## src/rtl/pb_step_conditioner.sv

```systemverilog
// Pushbutton front end: 2-flop sync, per-bit debounce, press/release strobes, priority encoder, step/load pulses.
// Latency: raw level to db is 1+DEB_TICKS clocks after first sample; strobes/step/load are combinational from db.
// Backpressure: none; strobes are single-cycle enables and are not held for a consumer.
module pb_step_conditioner #(
    parameter int NBTN          = 21,
    parameter int DEB_TICKS     = 3,
    parameter int REPEAT_DELAY  = 50,
    parameter int REPEAT_PERIOD = 10,
    parameter int STEP_IDX      = 0,
    parameter int LOAD_IDX      = 1
) (
    input  logic            i_hz100,
    input  logic            i_reset,
    input  logic [NBTN-1:0] i_pb,
    output logic [NBTN-1:0] o_db,
    output logic [NBTN-1:0] o_press,
    output logic [NBTN-1:0] o_release,
    output logic            o_key_valid,
    output logic [4:0]      o_key_idx,
    output logic            o_step,
    output logic            o_load
);

    typedef enum logic [1:0] {
        ST_IDLE   = 2'd0,
        ST_WAIT   = 2'd1,
        ST_REPEAT = 2'd2
    } state_t;

    logic [NBTN-1:0] r_sync1;
    logic [NBTN-1:0] r_sync2;
    logic [NBTN-1:0] r_db;
    logic [NBTN-1:0] r_db_d;
    logic [3:0]      r_deb_cnt [NBTN];

    state_t          r_state;
    state_t          w_state_nxt;
    logic [15:0]     r_rcnt;
    logic [15:0]     w_rcnt_nxt;
    logic            w_step;
    logic [NBTN-1:0] w_press;
    logic [NBTN-1:0] w_release;
    logic [4:0]      w_key_idx;

    // The counter only runs while the synchronized level disagrees with db,
    // so any disagreement shorter than DEB_TICKS clocks is forgotten.
    always_ff @(posedge i_hz100 or negedge i_reset) begin
        if (!i_reset) begin
            r_sync1 <= '0;
            r_sync2 <= '0;
            r_db    <= '0;
            r_db_d  <= '0;
            for (int i = 0; i < NBTN; i++) begin
                r_deb_cnt[i] <= '0;
            end
        end else begin
            r_sync1 <= i_pb;
            r_sync2 <= r_sync1;
            r_db_d  <= r_db;
            for (int i = 0; i < NBTN; i++) begin
                if (r_sync2[i] == r_db[i]) begin
                    r_deb_cnt[i] <= '0;
                end else if (r_deb_cnt[i] == 4'(DEB_TICKS - 1)) begin
                    r_db[i]      <= ~r_db[i];
                    r_deb_cnt[i] <= '0;
                end else begin
                    r_deb_cnt[i] <= r_deb_cnt[i] + 4'd1;
                end
            end
        end
    end

    assign w_press   = r_db & ~r_db_d;
    assign w_release = ~r_db & r_db_d;

    always_comb begin
        w_key_idx = '0;
        for (int i = NBTN - 1; i >= 0; i--) begin
            if (r_db[i]) begin
                w_key_idx = 5'(i);
            end
        end
    end

    always_ff @(posedge i_hz100 or negedge i_reset) begin
        if (!i_reset) begin
            r_state <= ST_IDLE;
            r_rcnt  <= '0;
        end else begin
            r_state <= w_state_nxt;
            r_rcnt  <= w_rcnt_nxt;
        end
    end

    // A held load button parks the FSM in IDLE; only a fresh step press re-arms it.
    always_comb begin
        w_state_nxt = r_state;
        w_rcnt_nxt  = r_rcnt;
        w_step      = 1'b0;
        if (r_db[LOAD_IDX]) begin
            w_state_nxt = ST_IDLE;
            w_rcnt_nxt  = '0;
        end else begin
            case (r_state)
                ST_IDLE: begin
                    if (w_press[STEP_IDX]) begin
                        w_step      = 1'b1;
                        w_rcnt_nxt  = 16'd1;
                        w_state_nxt = ST_WAIT;
                    end
                end
                ST_WAIT: begin
                    if (!r_db[STEP_IDX]) begin
                        w_state_nxt = ST_IDLE;
                        w_rcnt_nxt  = '0;
                    end else if (r_rcnt == 16'(REPEAT_DELAY)) begin
                        w_step      = 1'b1;
                        w_rcnt_nxt  = 16'd1;
                        w_state_nxt = ST_REPEAT;
                    end else begin
                        w_rcnt_nxt  = r_rcnt + 16'd1;
                    end
                end
                ST_REPEAT: begin
                    if (!r_db[STEP_IDX]) begin
                        w_state_nxt = ST_IDLE;
                        w_rcnt_nxt  = '0;
                    end else if (r_rcnt == 16'(REPEAT_PERIOD)) begin
                        w_step      = 1'b1;
                        w_rcnt_nxt  = 16'd1;
                    end else begin
                        w_rcnt_nxt  = r_rcnt + 16'd1;
                    end
                end
                default: begin
                    w_state_nxt = ST_IDLE;
                    w_rcnt_nxt  = '0;
                end
            endcase
        end
    end

    assign o_db        = r_db;
    assign o_press     = w_press;
    assign o_release   = w_release;
    assign o_key_valid = |r_db;
    assign o_key_idx   = w_key_idx;
    assign o_step      = w_step;
    assign o_load      = w_press[LOAD_IDX];

endmodule

```

## config.mk

```make
export PLATFORM = sky130hd
export DESIGN_NAME = pb_step_conditioner
export DESIGN_NICKNAME = d
export VERILOG_FILES = /design/src/rtl/pb_step_conditioner.sv
export SDC_FILE = /design/constraint.sdc
export NUM_CORES = 1
export LEC_CHECK = 0
export ABC_AREA = 1
export CAP_MARGIN = 20
export CORE_ASPECT_RATIO = 0.8
export CORE_UTILIZATION = 50
export CTS_BUF_LIST = sky130_fd_sc_hd__clkbuf_4 sky130_fd_sc_hd__clkbuf_8
export CTS_CLUSTER_DIAMETER = 120
export DETAILED_ROUTE_END_ITERATION = 10
export PLACE_DENSITY_LB_ADDON = 0.05
export SYNTH_ARGS = -nofsm -noshare
export SYNTH_HDL_FRONTEND = slang
export SYNTH_SLANG_ARGS = --single-unit
```

## constraint.sdc

```tcl
create_clock -name i_hz100 -period 2.3 [get_ports i_hz100]
set_input_delay 0.345 -clock i_hz100 [delete_from_list [all_inputs] [get_ports i_hz100]]
set_output_delay 0.345 -clock i_hz100 [all_outputs]
set_load 0.005 [all_outputs]
```

==> metrics.md, run 1 <==
| Metric | Value |
|---|---|
| Crit path max-delay family | simple AND/OR/NAND/NOR gates |
| Final setup viols | 4 |
| Most frequent cells in the layout | dfrtp_1, nor2_1, nand2_1, inv_1, clkdlybuf4s50_1 |
| Final WS setup | -0.1580 ns |
| Commonest non-fill, non-tap cell in the layout | dfrtp_1 |
| Initial antenna violation count | 0 |
| Fillers | 1311 |
| Slowest stage delay, CP | between 0.3 and 0.4 ns |
| Critical path cell sequence | inv_1 > nand2_1 > nand2_1 > nand2_1 > nand2_1 > nand2_1 > nand2_1 > nand2_1 > nand2_1 > nand2_1 > nand2_1 > nand2_1 > nand2_1 > nand2_1 > nand2_1 > nand2_1 > nand2_1 > nand2_1 > a21oi_1 > buf_2 |
| Bufs and invs on worst path | 2 |
| Clock transition at path regs | 0.09 ns |
| CP Data Arrival Time | between 2 and 2.5 ns |
| Mapped Area | slightly above 8000 um2 |
| Violated checks | setup timing |
| CTS root buffer | clkbuf_8 |
| Clock skew | about 0.015 ns |
| Wire length per cell | ~12 um |
| Distinct cells, synth | 37 |
| Max-Slew Margin vs Limit | between 50% and 60% |
| Sequential fraction of the synthesis area | 57.70% |
| Peak supply drop | roughly 0.00065 V |
| Period utilization | 106.9% |
| Initial drt markers | 240 |
| Crit Path Max Fanout | 2 |
| Post-layout util | a little under two thirds |
| Number of instances in the placed design | 1171 |
| Post-Syn Instances | approximately 820 |
| Hold_ws | between 0.3 and 0.4 ns |
| # rows | just over 40 |
| Largest net degree at the start of global routing | 64 |
| Slew Viols, Final | 0 |
| HP Class | input pin to flop |
| GRT Total Usage | 19.62% |
| H-tree Lvls | 4 |
| First-pass GRT wire length | 25300 um |
| Ant diodes | 0 |
| Via/cell ratio | approximately 4.7 |
| Routed Antenna Nets | 0 |
| #FFs+latches synth | around 190 |
| Area of the multi-input gates | 3062 um2 |
| # Max-Cap Violations | 0 |
| RePlAce Congestion | 0.8239 |
| FMAX | slightly above 400 MHz |
| Vias in the first global route | ~5700 |
| Outcome | finished, violations left |
| Layout Nets | about 1000 |
| IO Pins | between 90 and 100 |
| Worst slew pin tran | around 0.63 ns |
| Hold Vio Cnt, Final | 0 |
| CP startpoint kind | flop |
| Data required time of the worst path | 1.96 ns |
| Iteration count of the initial detailed-routing pass | 4 |
| Power density over the cells | roughly 1100 nW/um2 |
| Die Y-Extent | 115.6 um |
| Die area | roughly 17000 um2 |
| Dpl cell area | roughly 9600 um2 |
| Storage cell area | 4654 um2 |
| Initial Utilization | 51.22% |
| TritonCTS clock tree | done |
| Number of I/O port buffers | a little over 90 |
| Final WL | ~15000 um |
| Slowest stage cell, crit path | dfrtp_1 |
| Core area | 15750 um2 |
| CTS Buffer Depth | 2 |
| Synthesized Nets | about 880 |
| Leak | between 4 and 5 nW |
| Share of cells above drive strength 1 | around 14% |
| Finished Cell Area | 10070 um2 |
| Nature of the critical path endpoint | output pin |
| Vias | 5692 |
| Number of remaining DRC errors | 0 |
| Synth Area per Inst | just under 10 um2 |
| Synth warn | 0 |
| Total grt overflow | 0 |
| RSZ-0062 raised after global routing | true |
| Die width | between 100 and 150 um |
| Worst slack, placed | -0.09390 ns |
| Num CTS Buffers | 17 |
| Post-Layout Cell Count | between 1000 and 1500 |
| Tmin final | 2.458 ns |
| Area growth, synth to finish | 24.82% |
| Worst skew pair latency | about 0.46 ns |
| Most frequent CP cell | nand2_1 |
| Clock sink count | roughly 190 |
| Critical setup path kind | flop to output pin |
| Post-DP HPWL | ~11000 um |
-- metrics by stage --
step	setup TNS, ns	power, mW
6_report	-0.3375	11.30
5_1_grt	-1.127	12.24
4_1_cts	-0.4969	11.41
3_5_place_dp	-0.2367	9.304
3_3_place_gp	-0.1173	9.124
2_1_floorplan	0	7.056
-- layer usage --
metal | share of wire, % | wire, um | vias up | track usage [%]
met5 | 0 | 0 | - | 0
met4 | 1.7 | 248 | 0 | 7.447
met3 | 3.3 | 490 | 20 | 4.339
met2 | 48 | 7061 | 85 | 32.79
met1 | 47 | 7056 | 2703 | 25.12
li1 | - | - | 2884 | -
-- timing repair --
item | CTS | global route
pin swaps | 7 | 4
endpoints found under the hold margin | 57 | 0
setup endpoints to repair | 7 | 9
gates resized for setup | 34 | 8
buffers inserted | 1 | 1
hold buffers | 1 | 0
-- logic make-up (layout without fill, tap and decap cells) --
| family | after synthesis | count (layout) | synth area share (%) |
|---|---|---|---|
| muxes | 1 | 1 | 0.1396 |
| buffers and inverters | 106 | 278 | 5.274 |
| adders and majority gates | 44 | 44 | 6.825 |
| and+or+nand+nor | 368 | 368 | 19.36 |
| DFF | 186 | 186 | 57.70 |
| AOI/OAI and AO/OA | 61 | 61 | 5.165 |
| xor gates and xnor gates | 51 | 51 | 5.537 |
-- where the power goes --
part / internal (mW) / switching [mW] / total [mW]
logic: 2.19 / 2.28 / 4.48
registers: 4.08 / 0.684 / 4.76
clock network: 0.906 / 1.16 / 2.06
-- sequential cells by signal, summed over array words and instances (netlist names) --
register	cells
o_db	21
r_db_d	21
r_deb_cnt	84
r_rcnt	16
r_state	2
r_sync1	21
r_sync2	21
-- cell type report --
class,instances,share of cell area [%]
Clock buffer,19,2.535
Sequential cell,186,46.23
Multi-Input combinational cell,525,30.41
Tap cell,215,2.672
Clock inverter,12,1.131
Timing Repair Buffer,146,13.26
Inverter,101,3.765
-- worst paths after layout --
check                             from            end  slack, ns  depth (start not counted)
max in group asynchronous      i_reset        o_db[6]       1.11                          3
min in group asynchronous      i_reset  r_deb_cnt[18]       0.46                          2
hold reg to reg            r_sync1[15]    r_sync2[15]       0.35                          0
setup / recovery              o_db[18]   o_key_idx[0]      -0.16                         20
setup reg to reg             r_rcnt[1]     r_rcnt[14]       0.27                         13
hold / removal                 i_pb[9]     r_sync1[9]       0.32                          1
-- cells in the mapped netlist --
library cell	instances	area share [%]
dfrtp_1	186	58
nor2_1	166	7.7
nand2_1	125	5.8
inv_1	94	4.4
nand3_1	46	2.9
ha_1	44	6.8
xor2_1	30	3.3
xnor2_1	21	2.3
o21ai_0	18	1.1
a21oi_1	13	0.81
o21ai_1	9	0.56
o22ai_2	8	1.2
inv_2	6	0.28
nor3_1	6	0.37
nand4_1	5	0.39
nand3_2	4	0.50
nor2_2	4	0.31
nor3_2	4	0.50
a211oi_1	3	0.28
buf_4	3	0.28
nor2_4	3	0.42
nor3b_1	2	0.19
nor4_1	2	0.16
o21ai_2	2	0.22
a211oi_2	1	0.16
a21boi_1	1	0.093
a31oi_1	1	0.078
buf_12	1	0.25
clkbuf_1	1	0.046
clkinv_1	1	0.046
mux2_2	1	0.14
nand2_4	1	0.14
o21bai_1	1	0.093
o22ai_1	1	0.078
o31ai_1	1	0.093
o31ai_2	1	0.16
o32ai_2	1	0.20
Power figures use the tool's default switching activity.
==> inputs of run 2 (changes only) <==
Settings changed: SKIP_CTS_REPAIR_TIMING set to 1.
==> metrics.md, run 2 (synthesized netlist as in run 1, its figures left out) <==
| Metric | Value |
|---|---|
| Outcome | finished, violations left |
| Violated checks | setup timing |
| Routed Antenna Nets | 0 |
| Biggest register | r_deb_cnt |
| Worst slack, placed | -0.09390 ns |
| Period utilization | 111.1% |
| Dpl cell area | just under 10000 um2 |
| Met2 GRT Util | roughly a third |
| Wire length per cell | roughly 12 um |
| Tmin final | ~2.6 ns |
| Number of instances in the placed design | 1171 |
| Nature of the critical path endpoint | output pin |
| Cells on worst reg2reg path | 13 |
| First-pass GRT wire length | 25210 um |
| Crit path max-delay family | simple AND/OR/NAND/NOR gates |
| Critical Path Start | o_db[15] |
| Layout Nets | ~1000 |
| CP Data Arrival Time | approximately 2.2 ns |
| Clock transition at path regs | around 0.09 ns |
| Num CTS Buffers | 17 |
| # rows | 41 |
| Share of cells above drive strength 1 | 14.26% |
| Worst reg2reg setup slack | roughly 0.27 ns |
| Number of remaining DRC errors | 0 |
| Area of the multi-input gates | approximately 3100 um2 |
| Via/cell ratio | between 4 and 5 |
| Leak | between 4 and 5 nW |
| Hold Vio Cnt, Final | 0 |
| Storage cell area | 4654 um2 |
| GR Util met1 | 25.17% |
| Capture point of the worst reg-to-reg path | r_rcnt[14] |
| Worst setup path end | o_key_idx[2] |
| Initial Utilization | about half |
| Vias | ~5700 |
| R2R Path Start | r_rcnt[1] |
| Fillers | 1309 |
| Bufs and invs on worst path | 1 |
| Final WL | 14890 um |
| Setup TNS | -0.4700 ns |
| Clock sink count | roughly 190 |
| Most frequent cells in the layout | dfrtp_1, nor2_1, nand2_1, inv_1, clkdlybuf4s50_1 |
| Peak supply drop | ~0.00065 V |
| Clock skew | ~0.014 ns |
| Crit Path Max Fanout | 4 |
| TritonCTS clock tree | done |
| Initial antenna violation count | 0 |
| Slowest stage delay, CP | ~0.46 ns |
| Max-Slew Margin vs Limit | roughly three fifths |
| Commonest non-fill, non-tap cell in the layout | dfrtp_1 |
| Worst slew pin tran | a little over 0.6 ns |
| Initial drt markers | 294 |
| Die width | approximately 140 um |
| Core area | 15750 um2 |
| RePlAce Congestion | approximately 0.82 |
| Area growth, synth to finish | 25.19% |
| Slowest stage cell, crit path | clkdlybuf4s50_1 |
| Stages on the worst setup path | 6 |
| FMAX | roughly 400 MHz |
| Critical path cell sequence | nor2_1 > nand3_1 > o21bai_1 > a31oi_1 > nor2_1 > clkdlybuf4s50_1 |
| Finished Cell Area | 10100 um2 |
| Power density over the cells | 1123 nW/um2 |
| CTS Buffer Depth | 2 |
| Total grt overflow | 0 |
| Number of I/O port buffers | 93 |
| GRT Total Usage | between 10% and 20% |
| Post-DP HPWL | around 11000 um |
| Most used routing layer | met2 |
| Number of flip-flops in the largest register | 84 |
| Post-Layout Cell Count | 1204 |
| Ant diodes | 0 |
| Most frequent CP cell | nor2_1 |
| Data required time of the worst path | roughly 2.0 ns |
| IO Pins | 94 |
| Die Y-Extent | 115.6 um |
| Slew Viols, Final | 0 |
| HP Class | input pin to flop |
| Vias in the first global route | between 5000 and 6000 |
| RSZ-0062 raised after global routing | true |
| Met3 Resource Use GR | 4.339% |
| Final setup viols | 4 |
| Final WS setup | -0.2558 ns |
| Iteration count of the initial detailed-routing pass | 4 |
| Die area | approximately 17000 um2 |
| CP startpoint kind | flop |
| Post-layout util | between 60% and 70% |
| # Max-Cap Violations | 0 |
| CTS root buffer | clkbuf_8 |
| Critical setup path kind | flop to output pin |
| H-tree Lvls | 4 |
| Worst skew pair latency | around 0.46 ns |
| Largest net degree at the start of global routing | 64 |
## run 2: changes by cell type in the layout (fill, tap and decap cells not counted), sizes merged
cell           before  now
clkdlybuf4s50      85   86
dlymetal6s2s        0    1
clkbuf             19   20
clkdlybuf4s15       1    0
buf                58   57
dlygate4sd2         1    0
## run 2: stage by stage
step	hold slack [ns]	power, mW
after floorplan	0.04941	7.056
after global placement	0.3320	9.124
after detailed placement	0.3347	9.304
after CTS	-0.1185	11.41
after global routing	0.2828	12.27
final	0.3183	11.34
## run 2: final cells by class
class,instances,share of cell area (%)
repair buffers,146,13.37
clock buffers,19,2.528
clock inverters,12,1.127
inverters,101,3.754
flip-flops and latches,186,46.09
well taps,215,2.664
multi-input cells,525,30.47
## run 2: worst min-delay path by stage
stage | end | from | depth (start not counted)
2_1_floorplan | o_db[0] | i_reset | 0
3_3_place_gp | r_sync2[20] | r_sync1[20] | 0
3_5_place_dp | r_sync2[9] | r_sync1[9] | 0
4_1_cts | r_deb_cnt[16] | i_reset | 1
5_1_grt | r_sync1[13] | i_pb[13] | 1
6_report | r_sync1[9] | i_pb[9] | 1
## run 2: routing by layer
layer  wire length, um  up-vias  part of all wire [%]
li1                  -     2883                     -
met1              7049     2698                    47
met2              7100       84                    48
met3               489       21                   3.3
met4               249        0                   1.7
met5                 0        -                     0
## run 2: report_power, final
| part | internal, mW | total, mW | switching [mW] |
|---|---|---|---|
| logic | 2.22 | 4.51 | 2.29 |
| registers | 4.08 | 4.76 | 0.682 |
| clock network | 0.906 | 2.06 | 1.16 |
==> inputs of run 3 (changes only) <==
Settings changed: HOLD_SLACK_MARGIN set to 0.06.
==> results of run 3 <==
Final layout, timing and power as in run 2 (identical DEF).
